## src/rtl/chimera_eoc_mailbox_if.sv

```systemverilog
// Register-bus port bundle for the end-of-computation mailbox.
// The master drives the request side; the slave (the mailbox) returns
// the grant and a one-cycle-delayed response.
interface chimera_eoc_mailbox_if #(
  parameter int unsigned AddrWidth = 8
);
  logic                 req_i;
  logic                 we_i;
  logic [AddrWidth-1:0] addr_i;
  logic [3:0]           be_i;
  logic [31:0]          wdata_i;
  logic                 gnt_o;
  logic                 rvalid_o;
  logic [31:0]          rdata_o;
  logic                 err_o;

  modport master (
    output req_i, we_i, addr_i, be_i, wdata_i,
    input  gnt_o, rvalid_o, rdata_o, err_o
  );

  modport slave (
    input  req_i, we_i, addr_i, be_i, wdata_i,
    output gnt_o, rvalid_o, rdata_o, err_o
  );
endinterface

```

## src/rtl/chimera_eoc_mailbox.sv

```systemverilog
// End-of-computation mailbox: software writes its exit code and done flag,
// the block counts run cycles and presents eoc_valid_o / exit_code_o.
// Optional watchdog: define CHIMERA_EOC_WATCHDOG_EN to add the WDT_LIMIT
// register at offset 0x14 and the sticky TIMEOUT state.
module chimera_eoc_mailbox #(
  parameter int unsigned AddrWidth   = 8,
  parameter logic [31:0] TimeoutCode = 32'hDEAD_0001,
  parameter int unsigned CntWidth    = 64
) (
  input  logic                 clk_i,
  input  logic                 rst_ni,
  chimera_eoc_mailbox_if.slave bus,
  output logic                 eoc_valid_o,
  output logic [31:0]          exit_code_o,
  output logic                 running_o
);

  typedef enum logic [1:0] {
    ST_IDLE    = 2'd0,
    ST_RUNNING = 2'd1,
    ST_DONE    = 2'd2,
    ST_TIMEOUT = 2'd3
  } state_e;

  localparam logic [2:0] OFF_EOC    = 3'd0;
  localparam logic [2:0] OFF_STATUS = 3'd1;
  localparam logic [2:0] OFF_CYC_LO = 3'd2;
  localparam logic [2:0] OFF_CYC_HI = 3'd3;
  localparam logic [2:0] OFF_START  = 3'd4;
  localparam logic [2:0] OFF_WDT    = 3'd5;

  state_e                state_q, state_d;
  logic [31:0]           eoc_q;
  logic [CntWidth-1:0]   cnt_q;
  logic [63:0]           cnt_ext;
  logic [AddrWidth-1:0]  addr;
  logic [2:0]            word_idx;
  logic                  unused_addr;
  logic                  wr_eoc;
  logic                  wr_start;
  logic                  wdt_expired;
  logic [31:0]           eoc_merged;
  logic [31:0]           rd_data;
  logic                  rd_err;
  logic                  status_timeout;
  logic [3:0]            status;
  logic                  rvalid_p1;
  logic                  err_p1;
  logic [31:0]           rdata_p1;
`ifdef CHIMERA_EOC_WATCHDOG_EN
  logic [31:0]           wdt_q;
  logic                  wr_wdt;
`endif

  // Byte-lane merge of a bus write into an existing register value.
  function automatic logic [31:0] merge_be(input logic [31:0] old_val,
                                           input logic [31:0] new_val,
                                           input logic [3:0]  be);
    logic [31:0] res;
    for (int i = 0; i < 4; i++) begin
      res[8*i +: 8] = be[i] ? new_val[8*i +: 8] : old_val[8*i +: 8];
    end
    return res;
  endfunction

  // Cycle counter increment that sticks at all-ones instead of wrapping.
  function automatic logic [CntWidth-1:0] sat_inc(input logic [CntWidth-1:0] v);
    return (&v) ? v : v + CntWidth'(1);
  endfunction

  assign addr        = bus.addr_i;
  assign word_idx    = addr[4:2];
  assign unused_addr = ^{addr[AddrWidth-1:5], addr[1:0]};
  assign cnt_ext     = 64'(cnt_q);
  assign eoc_merged  = merge_be(eoc_q, bus.wdata_i, bus.be_i);
  assign status      = {state_q, status_timeout, eoc_valid_o};

`ifdef CHIMERA_EOC_WATCHDOG_EN
  assign wdt_expired = (wdt_q != 32'd0) && (cnt_q[31:0] >= wdt_q);
`else
  assign wdt_expired = 1'b0;
`endif

  // Address decode: write strobes, read data and error flag for this request.
  always_comb begin
    wr_eoc   = 1'b0;
    wr_start = 1'b0;
    rd_data  = 32'd0;
    rd_err   = 1'b0;
`ifdef CHIMERA_EOC_WATCHDOG_EN
    wr_wdt   = 1'b0;
`endif
    if (bus.req_i) begin
      case (word_idx)
        OFF_EOC: begin
          if (bus.we_i) wr_eoc = 1'b1;
          else          rd_data = eoc_q;
        end
        OFF_STATUS: begin
          if (bus.we_i) rd_err = 1'b1;
          else          rd_data = {28'd0, status};
        end
        OFF_CYC_LO: begin
          if (bus.we_i) rd_err = 1'b1;
          else          rd_data = cnt_ext[31:0];
        end
        OFF_CYC_HI: begin
          if (bus.we_i) rd_err = 1'b1;
          else          rd_data = cnt_ext[63:32];
        end
        OFF_START: begin
          // Reads of START return zero; only a write with some lane enabled starts.
          if (bus.we_i) wr_start = |bus.be_i;
        end
`ifdef CHIMERA_EOC_WATCHDOG_EN
        OFF_WDT: begin
          if (bus.we_i) wr_wdt = 1'b1;
          else          rd_data = wdt_q;
        end
`endif
        default: rd_err = 1'b1;
      endcase
    end
  end

  // FSM state register.
  always_ff @(posedge clk_i or negedge rst_ni) begin
    if (!rst_ni) state_q <= ST_IDLE;
    else         state_q <= state_d;
  end

  // FSM next state: START beats everything, a done write beats the watchdog.
  always_comb begin
    state_d = state_q;
    case (state_q)
      ST_IDLE: begin
        if (wr_start)                         state_d = ST_RUNNING;
        else if (wr_eoc && eoc_merged[0])     state_d = ST_DONE;
      end
      ST_RUNNING: begin
        if (wr_start)                         state_d = ST_RUNNING;
        else if (wr_eoc && eoc_merged[0])     state_d = ST_DONE;
        else if (wdt_expired)                 state_d = ST_TIMEOUT;
      end
      ST_DONE: begin
        if (wr_start)                         state_d = ST_RUNNING;
      end
      ST_TIMEOUT: begin
        if (wr_start)                         state_d = ST_RUNNING;
      end
      default: state_d = ST_IDLE;
    endcase
  end

  // FSM outputs decoded from the current state only.
  always_comb begin
    eoc_valid_o    = 1'b0;
    exit_code_o    = 32'd0;
    running_o      = 1'b0;
    status_timeout = 1'b0;
    case (state_q)
      ST_RUNNING: running_o = 1'b1;
      ST_DONE: begin
        eoc_valid_o = 1'b1;
        exit_code_o = {1'b0, eoc_q[31:1]};
      end
      ST_TIMEOUT: begin
        eoc_valid_o = 1'b1;
        exit_code_o = TimeoutCode;
`ifdef CHIMERA_EOC_WATCHDOG_EN
        status_timeout = 1'b1;
`endif
      end
      default: ;
    endcase
  end

  // EOC register: byte-merged writes; a restart out of DONE wipes it.
  always_ff @(posedge clk_i or negedge rst_ni) begin
    if (!rst_ni)                              eoc_q <= 32'd0;
    else if (wr_start && state_q == ST_DONE)  eoc_q <= 32'd0;
    else if (wr_eoc)                          eoc_q <= eoc_merged;
  end

  // Run-cycle counter: cleared by START, counts only while RUNNING.
  always_ff @(posedge clk_i or negedge rst_ni) begin
    if (!rst_ni)                     cnt_q <= '0;
    else if (wr_start)               cnt_q <= '0;
    else if (state_q == ST_RUNNING)  cnt_q <= sat_inc(cnt_q);
  end

`ifdef CHIMERA_EOC_WATCHDOG_EN
  // Watchdog limit register with byte-lane writes.
  always_ff @(posedge clk_i or negedge rst_ni) begin
    if (!rst_ni)     wdt_q <= 32'd0;
    else if (wr_wdt) wdt_q <= merge_be(wdt_q, bus.wdata_i, bus.be_i);
  end
`endif

  // Stage p0 -> p1: bus response registered one cycle after each request.
  always_ff @(posedge clk_i or negedge rst_ni) begin
    if (!rst_ni) begin
      rvalid_p1 <= 1'b0;
      rdata_p1  <= 32'd0;
      err_p1    <= 1'b0;
    end else begin
      rvalid_p1 <= bus.req_i;
      rdata_p1  <= rd_data;
      err_p1    <= rd_err;
    end
  end

  assign bus.gnt_o    = bus.req_i;
  assign bus.rvalid_o = rvalid_p1;
  assign bus.rdata_o  = rdata_p1;
  assign bus.err_o    = err_p1;

endmodule

```

## src/flat_wrapper.sv

```systemverilog
// flat-port wrapper written by rule: the top's interface ports become plain ports
module chimera_eoc_mailbox_flat 
#(
  parameter int unsigned AddrWidth   = 8,
  parameter logic [31:0] TimeoutCode = 32'hDEAD_0001,
  parameter int unsigned CntWidth    = 64
)
  (clk_i, rst_ni, eoc_valid_o, exit_code_o, running_o, bus_req_i, bus_we_i, bus_addr_i, bus_be_i, bus_wdata_i, bus_gnt_o, bus_rvalid_o, bus_rdata_o, bus_err_o);
  chimera_eoc_mailbox_if #(.AddrWidth(AddrWidth)) bus_i ();
  input  logic clk_i;
  input  logic rst_ni;
  output logic eoc_valid_o;
  output logic [31:0] exit_code_o;
  output logic running_o;
  input wire logic [$bits(bus_i.req_i)-1:0] bus_req_i;
  input wire logic [$bits(bus_i.we_i)-1:0] bus_we_i;
  input wire logic [$bits(bus_i.addr_i)-1:0] bus_addr_i;
  input wire logic [$bits(bus_i.be_i)-1:0] bus_be_i;
  input wire logic [$bits(bus_i.wdata_i)-1:0] bus_wdata_i;
  output wire logic [$bits(bus_i.gnt_o)-1:0] bus_gnt_o;
  output wire logic [$bits(bus_i.rvalid_o)-1:0] bus_rvalid_o;
  output wire logic [$bits(bus_i.rdata_o)-1:0] bus_rdata_o;
  output wire logic [$bits(bus_i.err_o)-1:0] bus_err_o;
  assign bus_i.req_i = bus_req_i;
  assign bus_i.we_i = bus_we_i;
  assign bus_i.addr_i = bus_addr_i;
  assign bus_i.be_i = bus_be_i;
  assign bus_i.wdata_i = bus_wdata_i;
  assign bus_gnt_o = bus_i.gnt_o;
  assign bus_rvalid_o = bus_i.rvalid_o;
  assign bus_rdata_o = bus_i.rdata_o;
  assign bus_err_o = bus_i.err_o;
  chimera_eoc_mailbox #(.AddrWidth(AddrWidth), .TimeoutCode(TimeoutCode), .CntWidth(CntWidth)) u_core (.clk_i(clk_i), .rst_ni(rst_ni), .bus(bus_i), .eoc_valid_o(eoc_valid_o), .exit_code_o(exit_code_o), .running_o(running_o));
endmodule
```

## config.mk

```make
export PLATFORM = sky130hd
export DESIGN_NAME = chimera_eoc_mailbox_flat
export DESIGN_NICKNAME = d
export VERILOG_FILES = /design/src/rtl/chimera_eoc_mailbox_if.sv /design/src/rtl/chimera_eoc_mailbox.sv /design/src/flat_wrapper.sv
export SDC_FILE = /design/constraint.sdc
export NUM_CORES = 1
export LEC_CHECK = 0
export CAP_MARGIN = 10
export CORE_ASPECT_RATIO = 1.1
export CORE_MARGIN = 4
export CORE_UTILIZATION = 49
export DETAILED_ROUTE_END_ITERATION = 10
export PLACE_DENSITY = 0.81
export SETUP_SLACK_MARGIN = 0.4
export SLEW_MARGIN = 5
export SYNTH_ARGS = -nofsm -noshare
export SYNTH_HDL_FRONTEND = slang
export SYNTH_SLANG_ARGS = --single-unit
```

## constraint.sdc

```tcl
create_clock -name clk_i -period 2.85 [get_ports clk_i]
set_clock_uncertainty 0.15 [all_clocks]
set_input_delay 0.855 -clock clk_i [delete_from_list [all_inputs] [get_ports clk_i]]
set_output_delay 0.855 -clock clk_i [all_outputs]
set_load 0.02 [all_outputs]
```

==> summary.md <==
| Metric | Value |
|---|---|
| Status | `finished clean` |
| Die footprint | `16,200 µm²` |
| Chip Width | `122 µm` |
| HPWL after DPL | `15.8 mm` |
| Max-cap violations | `0` |
| Buf/Inv on CP | `0` |
| Slew Viols, Final | `0` |
| Post-Synthesis Cell Area | `6960 µm²` |
| Critical R2R Capture | `u_core.cnt_ext[57]$_DFFE_PN0P_` |
| DR pass1 iterations | `6` |
| Final worst path period share | `95.6%` |
| Worst R2R Setup Slack | `130 ps` |
| Fmax | `367 MHz` |
| First-pass GRT wire length | `37.6 mm` |
| Vias post-DR | `7,964` |
| Vias in the first global route | `7,313` |
| H-tree depth | `4` |
| Hold Path Class | `input port to asynchronous set/reset pin` |
| Critical Path Max Stage Delay | `540 ps` |
| Largest net degree at the start of global routing | `45` |
| Crit end category | `register` |
| Gr busiest metal | `met2` |
| Die H | `133 µm` |
| Fin nets | `1,029` |
| Register clock-pin slew on the reported worst setup and hold paths | `60 ps` |
| Most common cell after layout, fill and taps aside | `dfrtp_1` |
| Crit path launch type | `register` |
| Sequential cell area fraction in the yosys report | `47.4%` |
| Most frequent cells in the layout | `123 x dfrtp_1, 98 x buf_4, 70 x nand2_1` |
| TritonCTS clock tree | `yes` |
| Crit path required time | `3060 ps` |
| Crit path max fanout | `6` |
| Grt met1 use | `36.9%` |
| Worst path depth | `6` |
| Worst slack, placed | `-289 ps` |
| Fillers | `757` |
| Synth Flop Type | `dfrtp_1` |
| Yosys cell types | `48` |
| Endpoints failing hold | `0` |
| I/O pin total | `117` |
| Syn Nets | `822` |
| Final worst setup slack | `127 ps` |
| Slew @ Worst Pin | `663 ps` |
| Worst-case reg-to-reg path depth | `6` |
| Layout cell share with drive strength beyond 1 | `33.3%` |
| Buffers on Ports | `111` |
| Arr. time, crit path | `2930 ps` |
| CTS Root Cell | `clkbuf_16` |
| Longest Clk Path Bufs | `2` |
| Syn avg cell area | `9.01 µm²` |
| PwrDens | `662 nW/µm²` |
| Area leader, netlist | `dfrtp_1` |
| RePlAce Congestion | `0.951` |
| Vias/cell | `6.74` |
| Post-DRT Antenna Nets | `0` |
| Initial core utilization | `50.3%` |
| CORE AREA | `13,900 µm²` |
| Ys Warns | `0` |
| Post-route minimum period | `2720 ps` |
| CP max-delay cell | `nor3_1` |
| WL final | `28.2 mm` |
| GR met3 Demand/Resource | `7.78%` |
| Post-synth EDFFs | `0` |
| Grt total ovfl | `0` |
| DR WL/cell | `23.9 µm` |
| Relative slew slack | `55.8%` |
| RSZ-0062 raised after global routing | `yes` |
| Total Power | `6920 µW` |
| Share of the synthesized area in the top cell type | `47.4%` |
| Hold-fix buffers, CTS | `0` |
| # DRC | `0` |
| GR met2 Demand/Resource | `47.4%` |
| Crit-path cells | `and4_1, nand3_1, nor3_1, nand4_1, or4_1, a21oi_1` |
| CP top delay family | `simple AND/OR/NAND/NOR gates` |
| Ys async rst share | `100%` |
| Yosys reg bits | `132` |
| Area grow syn2layout | `50.1%` |
| 1st-iter DRT viols | `1,140` |
| Number of antenna violations at the first check in global routing | `1` |
| Main area contributors after synthesis | `dfrtp_1 47%, a21oi_1 5.0%, mux2_2 5.0%` |
| Cells after synthesis | `773` |
| Final setup violation count | `0` |
| Max VDD drop | `0.477 mV` |
| Clk_lat worst skew | `430 ps` |
| FP Rows | `45` |
| Worst reg2reg startpoint | `u_core.cnt_ext[46]$_DFFE_PN0P_` |
| Setup TNS | `0 ps` |
| Total GRT Usage | `29.3%` |
| CTS Sinks | `132` |
| Leakage power | `0.00444 µW` |
| Total CTS buffers | `17` |
| Crit path kind | `register to register` |
| Ant. Diodes | `0` |
-- worst max path at each step --
stage                                                 to  slack (ps)                      startpoint
final                     u_core.cnt_ext[57]$_DFFE_PN0P_         130  u_core.cnt_ext[46]$_DFFE_PN0P_
after CTS                 u_core.cnt_ext[55]$_DFFE_PN0P_         190  u_core.cnt_ext[18]$_DFFE_PN0P_
after detailed placement  u_core.cnt_ext[14]$_DFFE_PN0P_        -290                     bus_be_i[0]
after floorplan           u_core.cnt_ext[55]$_DFFE_PN0P_         220  u_core.cnt_ext[22]$_DFFE_PN0P_
after global routing      u_core.cnt_ext[55]$_DFFE_PN0P_          70  u_core.cnt_ext[16]$_DFFE_PN0P_
after global placement    u_core.cnt_ext[45]$_DFFE_PN0P_        -220                     bus_be_i[0]
-- Yosys cell counts, types with 10 or more instances --
cell and count:
nor2_1 88, mux2_2 31, and3_1 17, nand3_1 61, or4_1 20, nor4_1 10
o21ai_0 30, o31ai_1 10, a22oi_1 31, a21oi_1 70, or3_1 24, nand2_1 72
xor2_1 11, nand4_1 27, and2_1 25, clkbuf_1 40, dfrtp_1 132
-- what timing repair did --
item,in CTS,in global routing
endpoints found under the setup margin,86,90
pin swaps,6,18
gates resized for setup,188,186
cloned,2,4
buffers inserted,19,22
-- cells by family (layout without fill, tap and decap cells) --
logic type	after synthesis	after routing	synth area share, %
mux	32	32	5.34
simple gates	376	377	28.0
flops	132	132	47.4
fa+ha+maj	1	1	0.180
compound gates	159	159	13.6
xor+xnor	19	19	2.39
buf+inv	54	273	3.00
-- final cells by class --
type | instances | area, µm² | area share, %
timing repair buffer | 236 | 2320 | 22.2
sequential | 132 | 3310 | 31.7
multi-input combinational | 588 | 3980 | 38.1
tap | 188 | 235 | 2.25
clock buffer | 18 | 439 | 4.20
clock inverter | 14 | 131 | 1.26
inverter | 5 | 26.3 | 0.251
-- state kept, by name (all words and copies together) (netlist names) --
register	cells
u_core.cnt_ext	64
u_core.bus.rdata_o	32
u_core.eoc_q	32
u_core.state_q	2
u_core.bus.err_o	1
u_core.bus.rvalid_o	1
-- power breakdown --
part,switching [µW],leakage [µW],internal (µW)
logic,1140,0.00244,1020
clock network,938,0.000274,1230
registers,400,0.00172,2190
-- through the flow --
stage | cell area, µm² | utilization [%] | cells | hold slack [ps]
final | 10500 | 75.4 | 1181 | 288
after global placement | 8790 | 63.5 | 1102 | 375
after CTS | 9640 | 69.6 | 1155 | 315
after detailed placement | 8790 | 63.5 | 1102 | 385
after floorplan | 7020 | - | 773 | 358
after global routing | 10500 | 75.4 | 1181 | 334
-- routing by layer --
layer	part of all wire (%)	wire (µm)
met5	0	0
met4	7.3	2050
met3	11	3080
met2	47	13300
met1	35	9780
Note: power is estimated with default switching activity, not from simulation.
